--- src/rtl/isqrt_pkg.sv ---
// isqrt_pkg: shared types and width helpers for the isqrt_engine block.
//   state_e          : controller states (IDLE, CALC, HOLD)
//   ISQRT_DEF_WIDTH  : default operand width
//   ISQRT_DEF_ROOT_W : root width for the default operand width (WIDTH/2)
//   ISQRT_DEF_REM_W  : remainder width for the default operand width (WIDTH/2+1)
//   root_w()/rem_w() : the same helpers for an arbitrary operand width
package isqrt_pkg;

  typedef enum logic [1:0] {
    IDLE = 2'd0,
    CALC = 2'd1,
    HOLD = 2'd2
  } state_e;

  localparam int ISQRT_DEF_WIDTH  = 32;
  localparam int ISQRT_DEF_ROOT_W = ISQRT_DEF_WIDTH / 2;
  localparam int ISQRT_DEF_REM_W  = ISQRT_DEF_WIDTH / 2 + 1;

  function automatic int root_w(input int width);
    return width / 2;
  endfunction

  function automatic int rem_w(input int width);
    return width / 2 + 1;
  endfunction

endpackage

--- src/rtl/isqrt_step.sv ---
// isqrt_step: one combinational iteration of the digit-by-digit square root.
//   rem_i  [ROOT_W+1:0] : partial remainder before this iteration
//   root_i [ROOT_W-1:0] : partial root before this iteration
//   pair_i [1:0]        : next operand bit pair, most significant first
//   rem_o  [ROOT_W+1:0] : partial remainder after this iteration
//   root_o [ROOT_W-1:0] : partial root after this iteration
module isqrt_step
  import isqrt_pkg::*;
#(
  parameter int ROOT_W = ISQRT_DEF_ROOT_W
) (
  input  logic [ROOT_W+1:0] rem_i,
  input  logic [ROOT_W-1:0] root_i,
  input  logic [1:0]        pair_i,
  output logic [ROOT_W+1:0] rem_o,
  output logic [ROOT_W-1:0] root_o
);

  localparam int RW2 = ROOT_W + 2;

  logic [RW2-1:0] rem_sh;
  logic [RW2-1:0] trial;
  logic           ge;

  // The bits shifted out of rem/root are always zero because the running
  // remainder never exceeds twice the running root.
  always_comb begin
    rem_sh = RW2'({rem_i, pair_i});
    trial  = RW2'({root_i, 2'b01});
    ge     = (rem_sh >= trial);
    rem_o  = ge ? (rem_sh - trial) : rem_sh;
    root_o = ROOT_W'({root_i, ge});
  end

endmodule

--- src/rtl/isqrt_engine.sv ---
// isqrt_engine: sequential integer square root, one result bit per clock.
//   clk       : rising-edge clock
//   reset     : asynchronous, active-low reset
//   start     : request, sampled only while ready=1
//   operand   : unsigned operand, captured on the accepted start
//   ready     : high in IDLE and HOLD
//   valid     : level, results final and stable
//   root      : floor(sqrt(operand))
//   remainder : operand - root*root
//   is_square : remainder == 0, qualified by valid
// Build option: define ISQRT_EARLY_EXIT_EN to start iterating at the highest
// nonzero operand bit pair (shorter latency, identical results).
module isqrt_engine
  import isqrt_pkg::*;
#(
  parameter int WIDTH = ISQRT_DEF_WIDTH
) (
  input  logic               clk,
  input  logic               reset,
  input  logic               start,
  input  logic [WIDTH-1:0]   operand,
  output logic               ready,
  output logic               valid,
  output logic [WIDTH/2-1:0] root,
  output logic [WIDTH/2:0]   remainder,
  output logic               is_square
);

  localparam int RW  = root_w(WIDTH);
  localparam int RMW = rem_w(WIDTH);
  localparam int IW  = (RW > 1) ? $clog2(RW) : 1;

  state_e          state_q, state_d;
  logic [IW-1:0]   idx_q, idx_d;
  logic            valid_q, valid_d;
  logic [RW-1:0]   root_q, root_d;
  logic [RMW-1:0]  remainder_q, remainder_d;
  logic            sq_q, sq_d;

  logic [WIDTH-1:0] op_q, op_d;
  logic [RW+1:0]    rem_q, rem_d;
  logic [RW-1:0]    acc_q, acc_d;

  logic [RW+1:0]    step_rem;
  logic [RW-1:0]    step_root;
  logic [1:0]       step_pair;
  logic [IW-1:0]    idx_load;

`ifdef ISQRT_EARLY_EXIT_EN
  // Highest nonzero bit pair of the incoming operand; 0 for a zero operand.
  logic [IW-1:0] lead_idx;
  always_comb begin
    lead_idx = '0;
    for (int p = 0; p < RW; p++) begin
      if (operand[2*p +: 2] != 2'b00) lead_idx = IW'(p);
    end
  end
  assign idx_load = lead_idx;
`else
  assign idx_load = IW'(RW - 1);
`endif

  assign step_pair = op_q[{idx_q, 1'b0} +: 2];

  isqrt_step #(
    .ROOT_W (RW)
  ) u_step (
    .rem_i  (rem_q),
    .root_i (acc_q),
    .pair_i (step_pair),
    .rem_o  (step_rem),
    .root_o (step_root)
  );

  always_comb begin
    state_d     = state_q;
    idx_d       = idx_q;
    valid_d     = valid_q;
    root_d      = root_q;
    remainder_d = remainder_q;
    sq_d        = sq_q;
    op_d        = op_q;
    rem_d       = rem_q;
    acc_d       = acc_q;
    case (state_q)
      IDLE, HOLD: begin
        if (start) begin
          state_d = CALC;
          op_d    = operand;
          rem_d   = '0;
          acc_d   = '0;
          idx_d   = idx_load;
          valid_d = 1'b0;
        end
      end
      CALC: begin
        rem_d = step_rem;
        acc_d = step_root;
        if (idx_q == '0) begin
          // Final pair: publish results only now so outputs never show partials.
          state_d     = HOLD;
          valid_d     = 1'b1;
          root_d      = step_root;
          remainder_d = RMW'(step_rem);
          sq_d        = (step_rem == '0);
        end else begin
          idx_d = idx_q - 1'b1;
        end
      end
      default: state_d = IDLE;
    endcase
  end

  always_ff @(posedge clk or negedge reset) begin
    if (!reset) begin
      state_q     <= IDLE;
      idx_q       <= '0;
      valid_q     <= 1'b0;
      root_q      <= '0;
      remainder_q <= '0;
      sq_q        <= 1'b0;
    end else begin
      state_q     <= state_d;
      idx_q       <= idx_d;
      valid_q     <= valid_d;
      root_q      <= root_d;
      remainder_q <= remainder_d;
      sq_q        <= sq_d;
    end
  end

  // Working registers are always reloaded on an accepted start.
  always_ff @(posedge clk) begin
    op_q  <= op_d;
    rem_q <= rem_d;
    acc_q <= acc_d;
  end

  assign ready     = (state_q != CALC);
  assign valid     = valid_q;
  assign root      = root_q;
  assign remainder = remainder_q;
  assign is_square = sq_q & valid_q;

endmodule
--- config.mk ---
export PLATFORM = sky130hd
export DESIGN_NAME = isqrt_engine
export DESIGN_NICKNAME = d
export VERILOG_FILES = /design/src/rtl/isqrt_pkg.sv /design/src/rtl/isqrt_step.sv /design/src/rtl/isqrt_engine.sv
export SDC_FILE = /design/constraint.sdc
export NUM_CORES = 1
export LEC_CHECK = 0
export CORE_UTILIZATION = 51
export CTS_BUF_LIST = sky130_fd_sc_hd__clkbuf_2 sky130_fd_sc_hd__clkbuf_4 sky130_fd_sc_hd__clkbuf_8
export DETAILED_ROUTE_END_ITERATION = 6
export GPL_TIMING_DRIVEN = 0
export PLACE_DENSITY = 0.76
export SYNTH_ARGS = -nofsm -noshare
export SYNTH_HDL_FRONTEND = slang
export SYNTH_SLANG_ARGS = --single-unit
--- constraint.sdc ---
create_clock -name clk -period 3.4 [get_ports clk]
set_input_delay 0.68 -clock clk [delete_from_list [all_inputs] [get_ports clk]]
set_output_delay 0.68 -clock clk [all_outputs]
set_load 0.03 [all_outputs]
Word level (Yosys, flattened, before mapping)

Cells that the tools add are included.

Bits in writable memories: 0
Latch bits: 0
Word-level logic and storage cells: 45
ROM bits: 0
Register bits after elaboration: 105
Output and inout port bits: 36
Input bits: 35
Memories: 0

$lt $le $gt $ge: 1
Bitwise gates (word level): 1
Shift-type cells: 1
Equal/unequal tests: 6
Add/sub/neg operators: 2
Multipliers: 0
Reductions and logical operators: 11
Div/mod/pow operators: 0
Mux-type cells: 14

Operators by type and width:

| kind                | number |
|---|---|
| $pmux 16 s2         | 2 |
| $mux 16             | 2 |
| $shiftx 32x6->2     | 1 |
| $ge 18x18->1        | 1 |
| $logic_not 18->1    | 1 |
| $mux 18             | 1 |
| $sub 18x18->18      | 1 |
| $mux 4              | 2 |
| $pmux 4 s2          | 1 |
| $reduce_and 2->1    | 4 |
| $ne 2x2->1 const B  | 3 |
| $reduce_and 3->1    | 2 |
| $logic_not 4->1     | 1 |
| $mux 2              | 2 |
| $pmux 2 s2          | 1 |
| $sub 4x1->4 const B | 1 |
| $eq 2x1->1 const B  | 1 |
| $eq 2x2->1 const B  | 1 |
| $logic_not 2->1     | 1 |
| $mux 1              | 2 |
| $ne 2x1->1 const B  | 1 |
| $pmux 1 s2          | 1 |
| $reduce_bool 2->1   | 1 |
| $reduce_or 2->1     | 1 |
| $and 1x1->1         | 1 |

Logic depth before layout (Yosys ltp)

Word-level depth: 4
Depth in mapped cells: 16
Depth with buffers taken out: 13

Hierarchy

Synthesis repeated with hierarchy kept, for this count alone.

Cells, all modules: 423
Area, all modules: 5489.0 µm²

Modules (own cells, without submodules):

| module       | seq. area each (µm²) | instances | cells each | area each (µm²) |
|---|---|---|---|---|
| isqrt_engine | 3007.9               | 1         | 240        | 4120.2 |
| isqrt_step   | 0.0                  | 1         | 183        | 1368.8 |

Worst setup path after synthesis

Ideal clock, no wire load.

Path kind: register to register
Start: register idx_q[1]
End: register rem_q[12] (data pin)
Path slack: -117 ps
Setup time: 266 ps
Stages on the path, launching flop included: 16
Buffers on the path: 4
Clock period less this slack: 3517 ps
Data required time: 3134 ps
Data arrival time: 3251 ps
Cell sequence: dfrtp_1 clkbuf_1 mux4_2 a22oi_1 and3_1 buf_4 ha_1 nor2b_1 o2111ai_1 a21oi_1 o22a_1 o22a_1 clkbuf_1 buf_1 mux2i_1 nor2_1

Longest elaborated chain between the ends: 4
Elaborated cells on any way between the ends: 5
Those cells by class: add/sub: 1; order compare: 1; shift: 1; mux: 2

Ends and longest elaborated chain:

| item                                           | RTL line                           | source |
|---|---|---|
| start, declared                                | isqrt_engine.sv:34                 | `logic [IW-1:0] idx_q, idx_d;` |
| start signal, assigned                         | isqrt_engine.sv:124                | `idx_q <= idx_d;` |
| $shiftx 32x6->2 (*)                            | isqrt_engine.sv:63                 | `assign step_pair = op_q[{idx_q, 1'b0} +: 2];` |
| $sub 18x18->18 or $ge 18x18->1 (tied branches) | isqrt_step.sv:31, isqrt_step.sv:30 |  |
| $mux 18 (*)                                    | isqrt_step.sv:31                   | `rem_o = ge ? (rem_sh - trial) : rem_sh;` |
| $pmux 16 s2 (*)                                | isqrt_engine.sv:85                 | `case (state_q)` |
| end signal, assigned                           | isqrt_engine.sv:135                | `rem_q <= rem_d;` |
| end, declared                                  | isqrt_engine.sv:41                 | `logic [RW+1:0] rem_q, rem_d;` |

Every way passes the cells marked *; elsewhere a longest branch is shown, timed or not.
A chain may end at the register's enable or synchronous reset.

Worst setup path in the final report

Start: register idx_q[0]
End: register sq_q

Longest elaborated chain between the ends: 4
Elaborated cells on any way between the ends: 7
Those cells by class: add/sub: 1; order compare: 1; shift: 1; mux: 1; reduce/logical: 3

Ends and longest elaborated chain:

| item                                           | RTL line                           | source |
|---|---|---|
| $shiftx 32x6->2                                | isqrt_engine.sv:63                 |  |
| $sub 18x18->18 or $ge 18x18->1 (tied branches) | isqrt_step.sv:31, isqrt_step.sv:30 |  |
| $mux 18                                        | isqrt_step.sv:31                   |  |
| $logic_not 18->1                               | isqrt_engine.sv:105                | `sq_d = (step_rem == '0);` |
| end signal, assigned                           | isqrt_engine.sv:128                | `sq_q <= sq_d;` |
| end, declared                                  | isqrt_engine.sv:38                 | `logic sq_q, sq_d;` |

Parallel ways exist; a longest one is shown, timed or not.

==> flow_summary.yaml <==
yosys:
  synth-edff-count: 64
  synth_top_area_share_pct: 36.9
  synth_top_cell_by_area: "edfxtp_1"
  yosysSeqAreaShare_pct: 56.6
  ys.flop_type: "edfxtp_1"
  syn-num-nets: 522
  async_flop_share_pct: 39.0
  syn_area_sq_um: 5200
  avgSynthCellArea_sq_um: 11.1
  synth_cell_types: 56
  synth_cells: 468
  synth_seq_cells: 105
  yosysWarnings: 0
  yosys-top-cells-area: "edfxtp_1, dfrtp_1, nand2_1"
sta:
  fin_ws_ns: -0.0724
  fin_worst_skew_ns: 0.0141
  slew_violations: 0
  min_period_ns: 3.47
  post-route-period-util_pct: 102
  rsz0062_at_grt: "yes"
  tightestPinTransition_ns: 1.13
  setup_viol: 2
  max-slew-margin-rel_pct: 24.8
  fmax_mhz: 288
  finalHoldViolCount: 0
place:
  port_buffers: 70
  gp_congestion: 0.935
  dp_hpwl_mm: 8.89
  dp_worst_setup_slack_ns: -0.774
worst_setup_path:
  crit_end: "sq_q$_DFFE_PN0P_"
  worst_ep_arrival_time_ns: 3.75
  timing.reg2reg.setup_slack_ns: -0.07
  r2r-end: "sq_q$_DFFE_PN0P_"
  worstPathRequired_ns: 3.68
  cp-end-kind: "register"
  startpoint: "idx_q[0]$_DFFE_PN0P_"
  rr_startpoint: "idx_q[0]$_DFFE_PN0P_"
  criticalPathCategory: "register to register"
  r2r_cells: 11
  start_kind: "register"
  critPathMaxFanout: 7
global_route:
  grt_remaining_overflow: 0
  grt_pass1_wl_mm: 19.5
  track_usage_pct: 25.3
  grt_pass1_vias: 3843
  grt_max_degree: 42
  antenna_found_initial: 0
clocking:
  numCtsBuffers: 9
  cts_tree: "built"
  clkSinkCount: 105
  cts-root-buf: "clkbuf_8"
  clkTransAtPathRegs_ns: 0.10
  clk_latency_ns: 0.37
  htreeDepth: 3
  clk_path_buf_depth: 2
finish:
  regArea_sq_um: 2950
  fin_util_pct: 68.1
  fin_nets: 616
  multi_input_area_sq_um: 2290
  fill_cells: 752
  drive_gt1_share_pct: 14.1
  area_growth_pct: 28.6
  n_antenna_cell: 0
routing:
  ant_nets: 0
  drt_iter0_drc: 225
  finalWirelength_mm: 12.4
  wl_per_cell_um: 17.8
  num_vias: 3924
  viasPerCell: 5.61
  remaining_drc_errors: 0
  dr.pass1.iters: 4
floorplan:
  die_h_um: 103
  ios: 71
  rows: 36
  dieArea_sq_um: 10600
  start_util_pct: 53.0
  coreArea_sq_um: 9820
  die_w_um: 103
worst_hold_path:
  hold_class: "input port to asynchronous set/reset pin"
run:
  cap_violations: 0
outcome:
  outcome: "finished, violations left"
  violations: "negative setup slack"
==> per-stage QoR <==
| stage | instance area (sq um) | instances | TNS (ns) | hold WS [ns] |
|---|---|---|---|---|
| 5_1_grt | 6690 | 700 | -0.724 | 0.499 |
| 2_1_floorplan | 5210 | 468 | 0 | 0.384 |
| 6_report | 6690 | 700 | -0.0736 | 0.443 |
| 3_5_place_dp | 6070 | 671 | -19.73 | 0.476 |
| 4_1_cts | 6560 | 700 | -0.0985 | 0.451 |
| 3_3_place_gp | 6080 | 671 | -20.17 | 0.467 |
==> worst max-delay path, stage by stage (launching register included) <==
cell and delay (ns):
dfrtp_1 0.42, buf_6 0.12, mux4_2 0.51, a22oi_2 0.20, and3_4 0.25, buf_8 0.15
nand2_4 0.09, a2111oi_4 0.36, a211oi_2 0.11, or4b_1 0.58, o41a_1 0.35, o31ai_2 0.25
==> flip-flops by register name, summed over array words and instances (netlist names) <==
signal	flops
remainder	17
op_q	32
rem_q	16
sq_q	1
root	16
state_q	2
acc_q	16
valid	1
idx_q	4
==> cell usage after synthesis, types with 9 or more instances <==
cell type and n:
edfxtp_1 64, ha_1 19, inv_1 23, nor2_1 41
xnor2_1 10, a21o_1 15, dfrtp_1 41, clkbuf_1 18
a21oi_1 19, o21ai_0 43, nand2_1 65, mux2i_1 9
==> kinds of logic after synthesis <==
| group | count (synthesis) | synth area share [%] |
|---|---|---|
| adder cells (fa/ha/maj) | 19 | 4.57 |
| AND/OR/NAND/NOR | 149 | 12.8 |
| multiplexers | 19 | 5.70 |
| XOR/XNOR | 17 | 2.86 |
| AO/OA/AOI/OAI | 110 | 13.6 |
| buffers and inverters | 49 | 3.82 |
| flip-flops | 105 | 56.6 |
==> final cells by class <==
type / instances / share of cell area (%)
Sequential cell: 105 / 44.1
Multi-Input combinational cell: 314 / 34.2
Timing Repair Buffer: 85 / 12.5
Tap cell: 133 / 2.49
Clock buffer: 11 / 2.08
Buffer: 23 / 1.80
Clock inverter: 5 / 1.55
Inverter: 24 / 1.35
==> metal layers <==
layer,wire (um),vias up,global-route usage (%),share of wire (%)
met3,763,24,5.15,6.1
met2,6160,115,39.6,50
met1,5200,1915,34.0,42
li1,-,1870,-,-
met5,0,-,0,0
met4,302,0,12.1,2.4
==> worst min path at each step <==
stage / end / depth (start not counted)
after global placement: root[4]$_DFFE_PN0P_ / 2
final: root[2]$_DFFE_PN0P_ / 1
after global routing: root[0]$_DFFE_PN0P_ / 1
after detailed placement: root[5]$_DFFE_PN0P_ / 2
after floorplan: idx_q[0]$_DFFE_PN0P_ / 0
after CTS: remainder[2]$_DFFE_PN0P_ / 1
==> cell usage in the layout, fill, tap and decap left out, types with 5 or more instances in the layout <==
master / count
dfrtp_1: 41
clkdlybuf4s50_1: 69
clkbuf_8: 10
edfxtp_1: 64
nand2_1: 64
a21o_1: 15
a21oi_1: 17
ha_1: 17
xor2_1: 6
buf_4: 11
buf_6: 5
nor3_1: 6
nor2_1: 41
xnor2_1: 9
clkbuf_1: 15
inv_1: 22
o21ai_0: 36
nand3_1: 6
mux4_2: 8
==> what timing repair did <==
item | 4_1_cts | 5_1_grt
setup endpoints to repair | 36 | 26
gates resized for setup | 34 | 25
hold buffers | 0 | 0
hold endpoints to repair | 0 | 0
buffers inserted | 14 | 1
pin swaps | 19 | 16
Power is not shown: default switching activity piles up to over one toggle a cycle in this logic, so the estimate is an artifact.
